**config.mk**
```make
export PLATFORM = sky130hd
export DESIGN_NAME = data_cache_flat
export DESIGN_NICKNAME = d
export VERILOG_FILES = /design/src/rtl/data_cache_pkg.sv /design/src/rtl/data_cache_if.sv /design/src/rtl/data_cache_array.sv /design/src/rtl/data_cache.sv /design/src/flat_wrapper.sv
export SDC_FILE = /design/constraint.sdc
export NUM_CORES = 2
export LEC_CHECK = 0
export CORE_AREA = 8 8 982 741
export DETAILED_ROUTE_END_ITERATION = 16
export DIE_AREA = 0 0 990 749
export PLACE_DENSITY_LB_ADDON = 0.05
export SLEW_MARGIN = 25
export SYNTH_ARGS = -nofsm -noshare
export SYNTH_HDL_FRONTEND = slang
export SYNTH_MEMORY_MAX_BITS = 65536
export SYNTH_SLANG_ARGS = --single-unit
```
**constraint.sdc**
```tcl
create_clock -name clk -period 4.8 [get_ports clk]
set_clock_uncertainty 0.05 [all_clocks]
set_input_delay 0.48 -clock clk [delete_from_list [all_inputs] [get_ports clk]]
set_output_delay 0.48 -clock clk [all_outputs]
set_load 0.01 [all_outputs]
```
**src/rtl/data_cache_pkg.sv**
```systemverilog
// cache_pkg: geometry constants, FSM state type and address-split helpers for data_cache.
package cache_pkg;
  localparam int DATA_WIDTH    = 32;
  localparam int ADDRESS_WIDTH = 30;
  localparam int BLOCK_SIZE    = 3;
  localparam int INDEX_BITS    = 4;
  localparam int TAG_BITS      = ADDRESS_WIDTH - BLOCK_SIZE - INDEX_BITS;
  localparam int BLOCK_BITS    = DATA_WIDTH << BLOCK_SIZE;
  localparam int LINES         = 1 << INDEX_BITS;
  typedef enum logic {IDLE, FILL} cache_state_t;
  function automatic logic [TAG_BITS-1:0] get_tag(input logic [ADDRESS_WIDTH-1:0] a);
    return a[ADDRESS_WIDTH-1 -: TAG_BITS];
  endfunction
  function automatic logic [INDEX_BITS-1:0] get_index(input logic [ADDRESS_WIDTH-1:0] a);
    return a[BLOCK_SIZE +: INDEX_BITS];
  endfunction
  function automatic logic [BLOCK_SIZE-1:0] get_offset(input logic [ADDRESS_WIDTH-1:0] a);
    return a[BLOCK_SIZE-1:0];
  endfunction
endpackage

```
**src/rtl/data_cache_if.sv**
```systemverilog
// data_cache_if: CPU-side and datamemory-side signals of the data cache.
interface data_cache_if;
  import cache_pkg::*;
  logic [ADDRESS_WIDTH-1:0] cpu_address;
  logic [DATA_WIDTH-1:0]    cpu_write_data;
  logic                     cpu_read_en;
  logic                     cpu_write_en;
  logic [DATA_WIDTH-1:0]    cpu_read_data;
  logic                     stall;
  logic [ADDRESS_WIDTH-1:0] mem_address;
  logic [DATA_WIDTH-1:0]    mem_write_data;
  logic                     mem_write_enable;
  logic [BLOCK_BITS-1:0]    mem_read_block;
  modport master (
    output cpu_address, cpu_write_data, cpu_read_en, cpu_write_en, mem_read_block,
    input  cpu_read_data, stall, mem_address, mem_write_data, mem_write_enable
  );
  modport slave (
    input  cpu_address, cpu_write_data, cpu_read_en, cpu_write_en, mem_read_block,
    output cpu_read_data, stall, mem_address, mem_write_data, mem_write_enable
  );
endinterface

```
**src/rtl/data_cache_array.sv**
```systemverilog
// data_cache_array: tag, valid and data storage; whole-line refill port and single-word store port.
module data_cache_array
  import cache_pkg::*;
(
  input  logic                  clk,
  input  logic                  rst_n,
  input  logic [INDEX_BITS-1:0] rd_index,
  output logic [TAG_BITS-1:0]   rd_tag,
  output logic                  rd_valid,
  output logic [BLOCK_BITS-1:0] rd_line,
  input  logic                  line_we,
  input  logic [INDEX_BITS-1:0] line_index,
  input  logic [TAG_BITS-1:0]   line_tag,
  input  logic [BLOCK_BITS-1:0] line_block,
  input  logic                  word_we,
  input  logic [INDEX_BITS-1:0] word_index,
  input  logic [BLOCK_SIZE-1:0] word_offset,
  input  logic [DATA_WIDTH-1:0] word_data
);
  logic [LINES-1:0]      valid_q;
  logic [TAG_BITS-1:0]   tag_q  [LINES];
  logic [BLOCK_BITS-1:0] data_q [LINES];
  assign rd_valid = valid_q[rd_index];
  assign rd_tag   = tag_q[rd_index];
  assign rd_line  = data_q[rd_index];
  always_ff @(posedge clk or negedge rst_n)
    if (!rst_n) valid_q <= '0;
    else if (line_we) valid_q[line_index] <= 1'b1;
  // Tags and data are deliberately left unreset; valid gates every use of them.
  always_ff @(posedge clk)
    if (line_we) begin
      tag_q[line_index]  <= line_tag;
      data_q[line_index] <= line_block;
    end else if (word_we) data_q[word_index][word_offset*DATA_WIDTH +: DATA_WIDTH] <= word_data;
endmodule

```
**src/rtl/data_cache.sv**
```systemverilog
// data_cache: direct-mapped, write-through, no-write-allocate data cache.
// Hits answer combinationally; a load miss stalls for FILL_LATENCY+1 cycles while a line is refilled.
module data_cache
  import cache_pkg::*;
#(
  parameter int FILL_LATENCY = 2
) (
  input logic         clk,
  input logic         rst_n,
  data_cache_if.slave bus
);
  localparam int CW = $clog2(FILL_LATENCY + 1);
  cache_state_t             state;
  logic [CW-1:0]            cnt;
  logic [ADDRESS_WIDTH-1:0] fill_addr;
  logic [TAG_BITS-1:0]      rd_tag;
  logic                     rd_valid;
  logic [BLOCK_BITS-1:0]    rd_line;
  logic                     hit, store, miss_rd, last;
  assign hit     = rd_valid && rd_tag == get_tag(bus.cpu_address);
  assign store   = state == IDLE && bus.cpu_write_en;
  assign miss_rd = state == IDLE && !bus.cpu_write_en && bus.cpu_read_en && !hit;
  assign last    = state == FILL && cnt == CW'(FILL_LATENCY - 1);
  assign bus.cpu_read_data    = hit ? rd_line[get_offset(bus.cpu_address)*DATA_WIDTH +: DATA_WIDTH] : '0;
  assign bus.stall            = rst_n && (state == FILL || miss_rd);
  assign bus.mem_write_enable = rst_n && store;
  assign bus.mem_write_data   = bus.cpu_write_data;
  assign bus.mem_address      = state == FILL ? fill_addr : bus.cpu_address;
  always_ff @(posedge clk or negedge rst_n)
    if (!rst_n) begin
      state     <= IDLE;
      cnt       <= '0;
      fill_addr <= '0;
    end else if (state == IDLE) begin
      if (miss_rd) begin
        state     <= FILL;
        cnt       <= '0;
        fill_addr <= bus.cpu_address;
      end
    end else begin
      cnt <= cnt + 1'b1;
      if (last) state <= IDLE;
    end
  data_cache_array u_array (
    .clk         (clk),
    .rst_n       (rst_n),
    .rd_index    (get_index(bus.cpu_address)),
    .rd_tag      (rd_tag),
    .rd_valid    (rd_valid),
    .rd_line     (rd_line),
    .line_we     (last),
    .line_index  (get_index(fill_addr)),
    .line_tag    (get_tag(fill_addr)),
    .line_block  (bus.mem_read_block),
    .word_we     (store && hit),
    .word_index  (get_index(bus.cpu_address)),
    .word_offset (get_offset(bus.cpu_address)),
    .word_data   (bus.cpu_write_data)
  );
endmodule

```
**src/flat_wrapper.sv**
```systemverilog
// flat-port wrapper written by rule: the top's interface ports become plain ports
module data_cache_flat import cache_pkg::*;
#(
  parameter int FILL_LATENCY = 2
)
  (clk, rst_n, bus_cpu_address, bus_cpu_write_data, bus_cpu_read_en, bus_cpu_write_en, bus_mem_read_block, bus_cpu_read_data, bus_stall, bus_mem_address, bus_mem_write_data, bus_mem_write_enable);
  data_cache_if bus_i ();
  input logic clk;
  input logic rst_n;
  input wire logic [$bits(bus_i.cpu_address)-1:0] bus_cpu_address;
  input wire logic [$bits(bus_i.cpu_write_data)-1:0] bus_cpu_write_data;
  input wire logic [$bits(bus_i.cpu_read_en)-1:0] bus_cpu_read_en;
  input wire logic [$bits(bus_i.cpu_write_en)-1:0] bus_cpu_write_en;
  input wire logic [$bits(bus_i.mem_read_block)-1:0] bus_mem_read_block;
  output wire logic [$bits(bus_i.cpu_read_data)-1:0] bus_cpu_read_data;
  output wire logic [$bits(bus_i.stall)-1:0] bus_stall;
  output wire logic [$bits(bus_i.mem_address)-1:0] bus_mem_address;
  output wire logic [$bits(bus_i.mem_write_data)-1:0] bus_mem_write_data;
  output wire logic [$bits(bus_i.mem_write_enable)-1:0] bus_mem_write_enable;
  assign bus_i.cpu_address = bus_cpu_address;
  assign bus_i.cpu_write_data = bus_cpu_write_data;
  assign bus_i.cpu_read_en = bus_cpu_read_en;
  assign bus_i.cpu_write_en = bus_cpu_write_en;
  assign bus_i.mem_read_block = bus_mem_read_block;
  assign bus_cpu_read_data = bus_i.cpu_read_data;
  assign bus_stall = bus_i.stall;
  assign bus_mem_address = bus_i.mem_address;
  assign bus_mem_write_data = bus_i.mem_write_data;
  assign bus_mem_write_enable = bus_i.mem_write_enable;
  data_cache #(.FILL_LATENCY(FILL_LATENCY)) u_core (.clk(clk), .rst_n(rst_n), .bus(bus_i));
endmodule
```
**Yosys cells after proc, flatten, opt, wreduce, memory -nomap -nowiden**

Memories as Yosys holds them, arrays and structs flattened.
Cells that the tools add are included.

- Flip-flop bits (word level): 49
- Memory bits (writable): 4464
- Input port bits: 322
- Output and inout bits: 96
- Memories: 2

- Add/subtract/negate cells: 2
- Magnitude comparators: 3
- Equal/unequal tests: 2
- Shift-type cells: 3
- Mux-type cells: 19
- Bitwise gates (word level): 2
- Reductions and logical operators: 16

Memory list:

| name | words | width | read ports | clocked after Yosys merged registers in | wr ports | RTL line | RTL |
|---|---|---|---|---|---|---|---|
| u_core.u_array.data_q | 16 | 256 | 1 | 0 | 1 | data_cache_array.sv:22 | `logic [BLOCK_BITS-1:0] data_q [LINES];` |
| u_core.u_array.tag_q | 16 | 23 | 1 | 0 | 1 | data_cache_array.sv:21 | `logic [TAG_BITS-1:0] tag_q [LINES];` |

Operators by type and width:

| operator | number |
|---|---|
| $mux W256 | 3 |
| $reduce_or A256 Y1 | 1 |
| $shift A32 B34 Y256 const A | 1 |
| $shiftx A256 B9 Y32 | 1 |
| $shiftx A32 B34 Y256 | 1 |
| $neg A8 Y34 | 1 |
| $mux W32 | 1 |
| $mux W30 | 1 |
| $eq A23 B23 Y1 | 1 |
| $or A16 B16 Y16 | 1 |
| $logic_and A1 B1 Y1 | 10 |
| $lt A4 B5 Y1 const B | 2 |
| $mux W1 | 9 |
| $bmux W1 S4 | 1 |
| $demux W1 S4 | 1 |
| $ge A4 B1 Y1 const B | 1 |
| $mux W2 | 2 |
| $mux W4 | 1 |
| $add A2 B1 Y2 const B | 1 |
| $eq A2 B1 Y1 const B | 1 |
| $logic_not A1 Y1 | 2 |
| $reduce_and A2 Y1 | 1 |
| $reduce_bool A2 Y1 | 1 |
| $logic_or A1 B1 Y1 | 1 |
| $not A1 Y1 | 1 |

**Longest topological paths before layout**

- Word-level depth: 9
- Depth in mapped cells: 17
- Mapped depth without buffers: 9

**Modules after synthesis**

A second synthesis with hierarchy kept.

- Cells, all modules: 8381
- Area total of the unflattened synthesis: 177878.1 sq um

Modules (own cells, without submodules):

| module | times used | cells an instance | area an instance (sq um) |
|---|---|---|---|
| data_cache_array | 1 | 8052 | 173632.8 |
| data_cache | 1 | 329 | 4245.3 |

**Least setup slack after synthesis**

Ideal clock, no wire load.

- Kind: input port to flip-flop
- Start: input port bus_cpu_address[1]
- End: memory u_core.u_array.data_q[10][0] (netlist name) (enable)
- Setup time: 0.421 ns
- Arrival: 4.862 ns
- Slack: -0.533 ns
- Cell stages on the path: 13
- Path through: inv_1 clkbuf_1 buf_1 ha_1 ha_1 nor2_1 and4_1 buf_1 inv_1 a2111oi_4 buf_4 mux2i_1 nor2_1

- Cells in the longest elaborated chain, start to end: 5

RTL lines:

| element | RTL line | RTL |
|---|---|---|
| start, declared | flat_wrapper.sv:10 | `input wire logic [$bits(bus_i.cpu_address)-1:0] bus_cpu_address;` |
| $neg A8 Y34 (*) | data_cache_array.sv:34 | `end else if (word_we) data_q[word_index][word_offset*DATA_WIDTH +: DATA_WIDTH] <= word_data;` |
| $shift A32 B34 Y256 (*) | data_cache_array.sv:34 |  |
| $mux W256 (implied by the code) (*) | data_cache_array.sv:34 |  |
| $reduce_or A256 Y1 (no source line) | -- |  |
| $mux W4 (no source line) / $mux W256 (equally long branches) | -- |  |
| end, declared | data_cache_array.sv:22 |  |

Every way passes the cells marked *; elsewhere a longest branch is shown, timed or not.

**Worst setup path in the final report**

- Start: memory u_core.u_array.tag_q[11][18] (netlist name)
- End: output port bus_cpu_read_data[23]

- Cells in the longest elaborated chain, start to end: 4

RTL lines:

| element | RTL line | RTL |
|---|---|---|
| start, declared | data_cache_array.sv:21 |  |
| $mem_v2 Z16 W23 | -- |  |
| $eq A23 B23 Y1 | data_cache.sv:20 | `assign hit = rd_valid && rd_tag == get_tag(bus.cpu_address);` |
| $logic_and A1 B1 Y1 | data_cache.sv:20 |  |
| $mux W32 | data_cache.sv:24 | `assign bus.cpu_read_data = hit ? rd_line[get_offset(bus.cpu_address)*DATA_WIDTH +: DATA_WIDTH] : '0;` |
| end, declared | flat_wrapper.sv:15 | `output wire logic [$bits(bus_i.cpu_read_data)-1:0] bus_cpu_read_data;` |

Every way passes these cells.

==> impl_metrics.json <==
{
  "run_status": "complete, but fails checks",
  "violations": "negative setup slack",
  "crit_path_max_incr_delay_ns": 0.64,
  "seq_area_frac_synth_pct": 76.2,
  "grt_pass1_vias": 95800,
  "area_delta_synth_final_pct": 29.4,
  "cellPowerDensity_nw_per_um2": 427,
  "dpl.hpwl_mm": 493,
  "ys_warn_count": 0,
  "slowest_stage": "or4_4",
  "die_w_um": 990,
  "yosys-top-cells-area": "edfxtp_1, mux4_2, nand3_1",
  "ant_nets": 0,
  "final-max-slew-violation-count": 0,
  "pre_cts_ws_ns": -1.11,
  "synthesis.area_um2": 177000,
  "syn_inst": 7889,
  "synth.net_count": 8214,
  "relSlewSlack_pct": 30.4,
  "cts.sinks": 4513,
  "combPwrFrac_pct": 12.6,
  "drc_errors": 0,
  "cts_tree": "yes",
  "synth_commonest_cells": "edfxtp_1, mux4_2, clkbuf_1",
  "power_frac_seq_pct": 47.3,
  "crit_fanout": 9,
  "final_cells": 19600,
  "ys_types": 57,
  "p_leak_nw": 73.2,
  "start_kind": "register",
  "switching_power_w": 0.0252,
  "clkPwrFrac_pct": 40.1,
  "maxCapViolations": 0,
  "wl_per_cell_um": 37.0,
  "die_h_um": 749,
  "grt.overflow.total": 0,
  "die-area_um2": 742000,
  "fp.coreArea_um2": 712000,
  "first_pass_iters": 5,
  "sw_frac_of_total_pct": 25.6,
  "dr_total_vias": 92000,
  "place.gp.congestion": 0.784,
  "final_nets": 10000,
  "clockBufferDepth": 4,
  "ys.flop_type": "edfxtp_1",
  "grt_max_degree": 66,
  "clk_pin_slew_ns": 0.06,
  "arrival_ns": 4.56,
  "worstMarginPinSlew_ns": 1.04,
  "hold_path.class": "input pin to register",
  "grt.total_usage_pct": 19.1,
  "setup_viol": 3718,
  "yosys.area.top_type_share_pct": 75.5,
  "hold_violations": 0,
  "rows": 269,
  "viasPerCell": 4.68,
  "worst_slack_ns": -0.290,
  "htree_levels": 6,
  "critPathKind": "register to primary output",
  "synth_area_leader_cell": "edfxtp_1",
  "io_buffers": 417,
  "synth_seq_cells": 4513,
  "layout-drive-gt1-share_pct": 39.0,
  "ir_drop_v": 0.000323,
  "grt_pass1_wl_mm": 952,
  "synth-edff-count": 4464,
  "first_iter_violations": 8798,
  "p_int_w": 0.0730,
  "initial_utilization_pct": 24.9,
  "required_ns": 4.27,
  "numCtsBuffers": 521,
  "synthMostInstantiatedCell": "edfxtp_1",
  "endpoint_kind": "primary output",
  "ios": 418,
  "critical_path.cell_chain": "mux4_2 -> and3_4 -> or3_1 -> o2111a_2 -> nor3_4 -> nand4_1 -> or4_4 -> buf_16 -> buf_16 -> buf_12 -> a21oi_4 -> buf_12",
  "async_flop_share_pct": 1.09,
  "synth_area_per_cell_um2": 22.5,
  "fmax_mhz": 196,
  "min_period_ns": 5.09,
  "cts_root_buf": "clkbuf_16",
  "antenna_found_initial": 107,
  "fin_crit_sh_pct": 106,
  "dp.cells": 18600,
  "clk-insertion-delay-late_ns": 1.07,
  "wirelength_mm": 727,
  "rsz0062_at_grt": "yes"
}
## critical path: cells and delay by family, from the launching register on
kind	cells	cell delay (ns)
compound gates	2	0.49
simple gates	5	1.46
buf+inv	4	0.66
mux	1	0.49
flops	1	0.36
## cell families after synthesis
family                   share of synthesized area [%]
flip-flops                                        76.2
multiplexers                                      18.9
buffers and inverters                             1.82
AND/OR/NAND/NOR                                   1.77
AO/OA/AOI/OAI                                     1.11
XOR/XNOR                                         0.104
adder cells (fa/ha/maj)                         0.0212
## layout by cell type (no fill, tap or decap), drive strengths merged, types with 49 or more instances in the layout
master	instances
buf	1432
clkbuf	654
clkdlybuf4s50	345
clkinv	222
dfrtp	49
diode	52
edfxtp	4464
inv	275
mux2	85
mux2i	81
mux4	1413
nand2	94
nand3	250
nor2	179
o21ai	248
## through the flow
stage / cell area (um2) / hold slack [ns] / power [W] / util, % / TNS, ns
final: 230000 / 0.123 / 0.0981 / 32.2 / -465.43
after global routing: 229000 / 0.0469 / 0.101 / 32.2 / -729.05
after CTS: 228000 / 0.00283 / 0.0995 / 32.1 / -370.94
after detailed placement: 210000 / 0.350 / 0.0596 / 29.5 / -6153.77
after global placement: 210000 / 0.348 / 0.0595 / 29.5 / -5838.06
after floorplan: 178000 / 0.134 / 0.0511 / - / -1192.55
## cell type report
| cell class | instances | area (um2) |
|---|---|---|
| clock buffers | 642 | 13900 |
| inverters | 251 | 955 |
| fillers | 67600 | 483000 |
| flip-flops and latches | 4513 | 135000 |
| repair buffers | 1798 | 23900 |
| well taps | 9485 | 11900 |
| multi-input cells | 2611 | 40800 |
| diodes | 52 | 130 |
| clock inverters | 296 | 2830 |
## sequential cells by signal (all words and copies together), names as in the netlist
register                count
u_core.cnt                  2
u_core.fill_addr           30
u_core.state                1
u_core.u_array.data_q    4096
u_core.u_array.tag_q      368
u_core.u_array.valid_q     16
## per-layer routing
layer  global-route usage [%]  vias to the layer above  wire [um]
met5                        0                        -         78
met4                     3.76                       12      16600
met3                     2.40                      651      32800
met2                     31.3                     2516     345000
met1                     27.3                    51700     333000
li1                         -                    37100          -
## power groups by stage
stage,Clock (W),Combinational [W],Sequential (W)
global placement,0,0.0124,0.0471
finish,0.0394,0.0124,0.0464
floorplan,0,0.00434,0.0468
CTS,0.0406,0.0126,0.0464
global route,0.0420,0.0129,0.0465
detailed placement,0,0.0124,0.0472
## final timing paths
path / startpoint / end / slack, ns / cells after the start
worst max-delay path: u_core.u_array.tag_q[11][18] / bus_cpu_read_data[23] / -0.29 / 12
min in group asynchronous: rst_n / u_core.fill_addr[12] / 0.15 / 3
max in group asynchronous: rst_n / u_core.fill_addr[6] / 3.59 / 4
worst max register to register: u_core.u_array.tag_q[11][18] / u_core.u_array.data_q[8][64] / -0.24 / 18
worst min register to register: u_core.u_array.valid_q[5] / u_core.u_array.valid_q[5] / 0.41 / 1
worst min-delay path: bus_cpu_address[2] / u_core.fill_addr[2] / 0.12 / 3
## timing repair
| item | 4_1_cts | 5_1_grt |
|---|---|---|
| gates resized for setup | 282 | 61 |
| hold buffers | 5 | 0 |
| endpoints found under the hold margin | 39 | 0 |
| gates cloned | 13 | 12 |
| pin swaps | 15 | 25 |
| setup endpoints to repair | 8112 | 6901 |
| setup buffers | 39 | 40 |
Note: power is estimated with default switching activity, not from simulation.
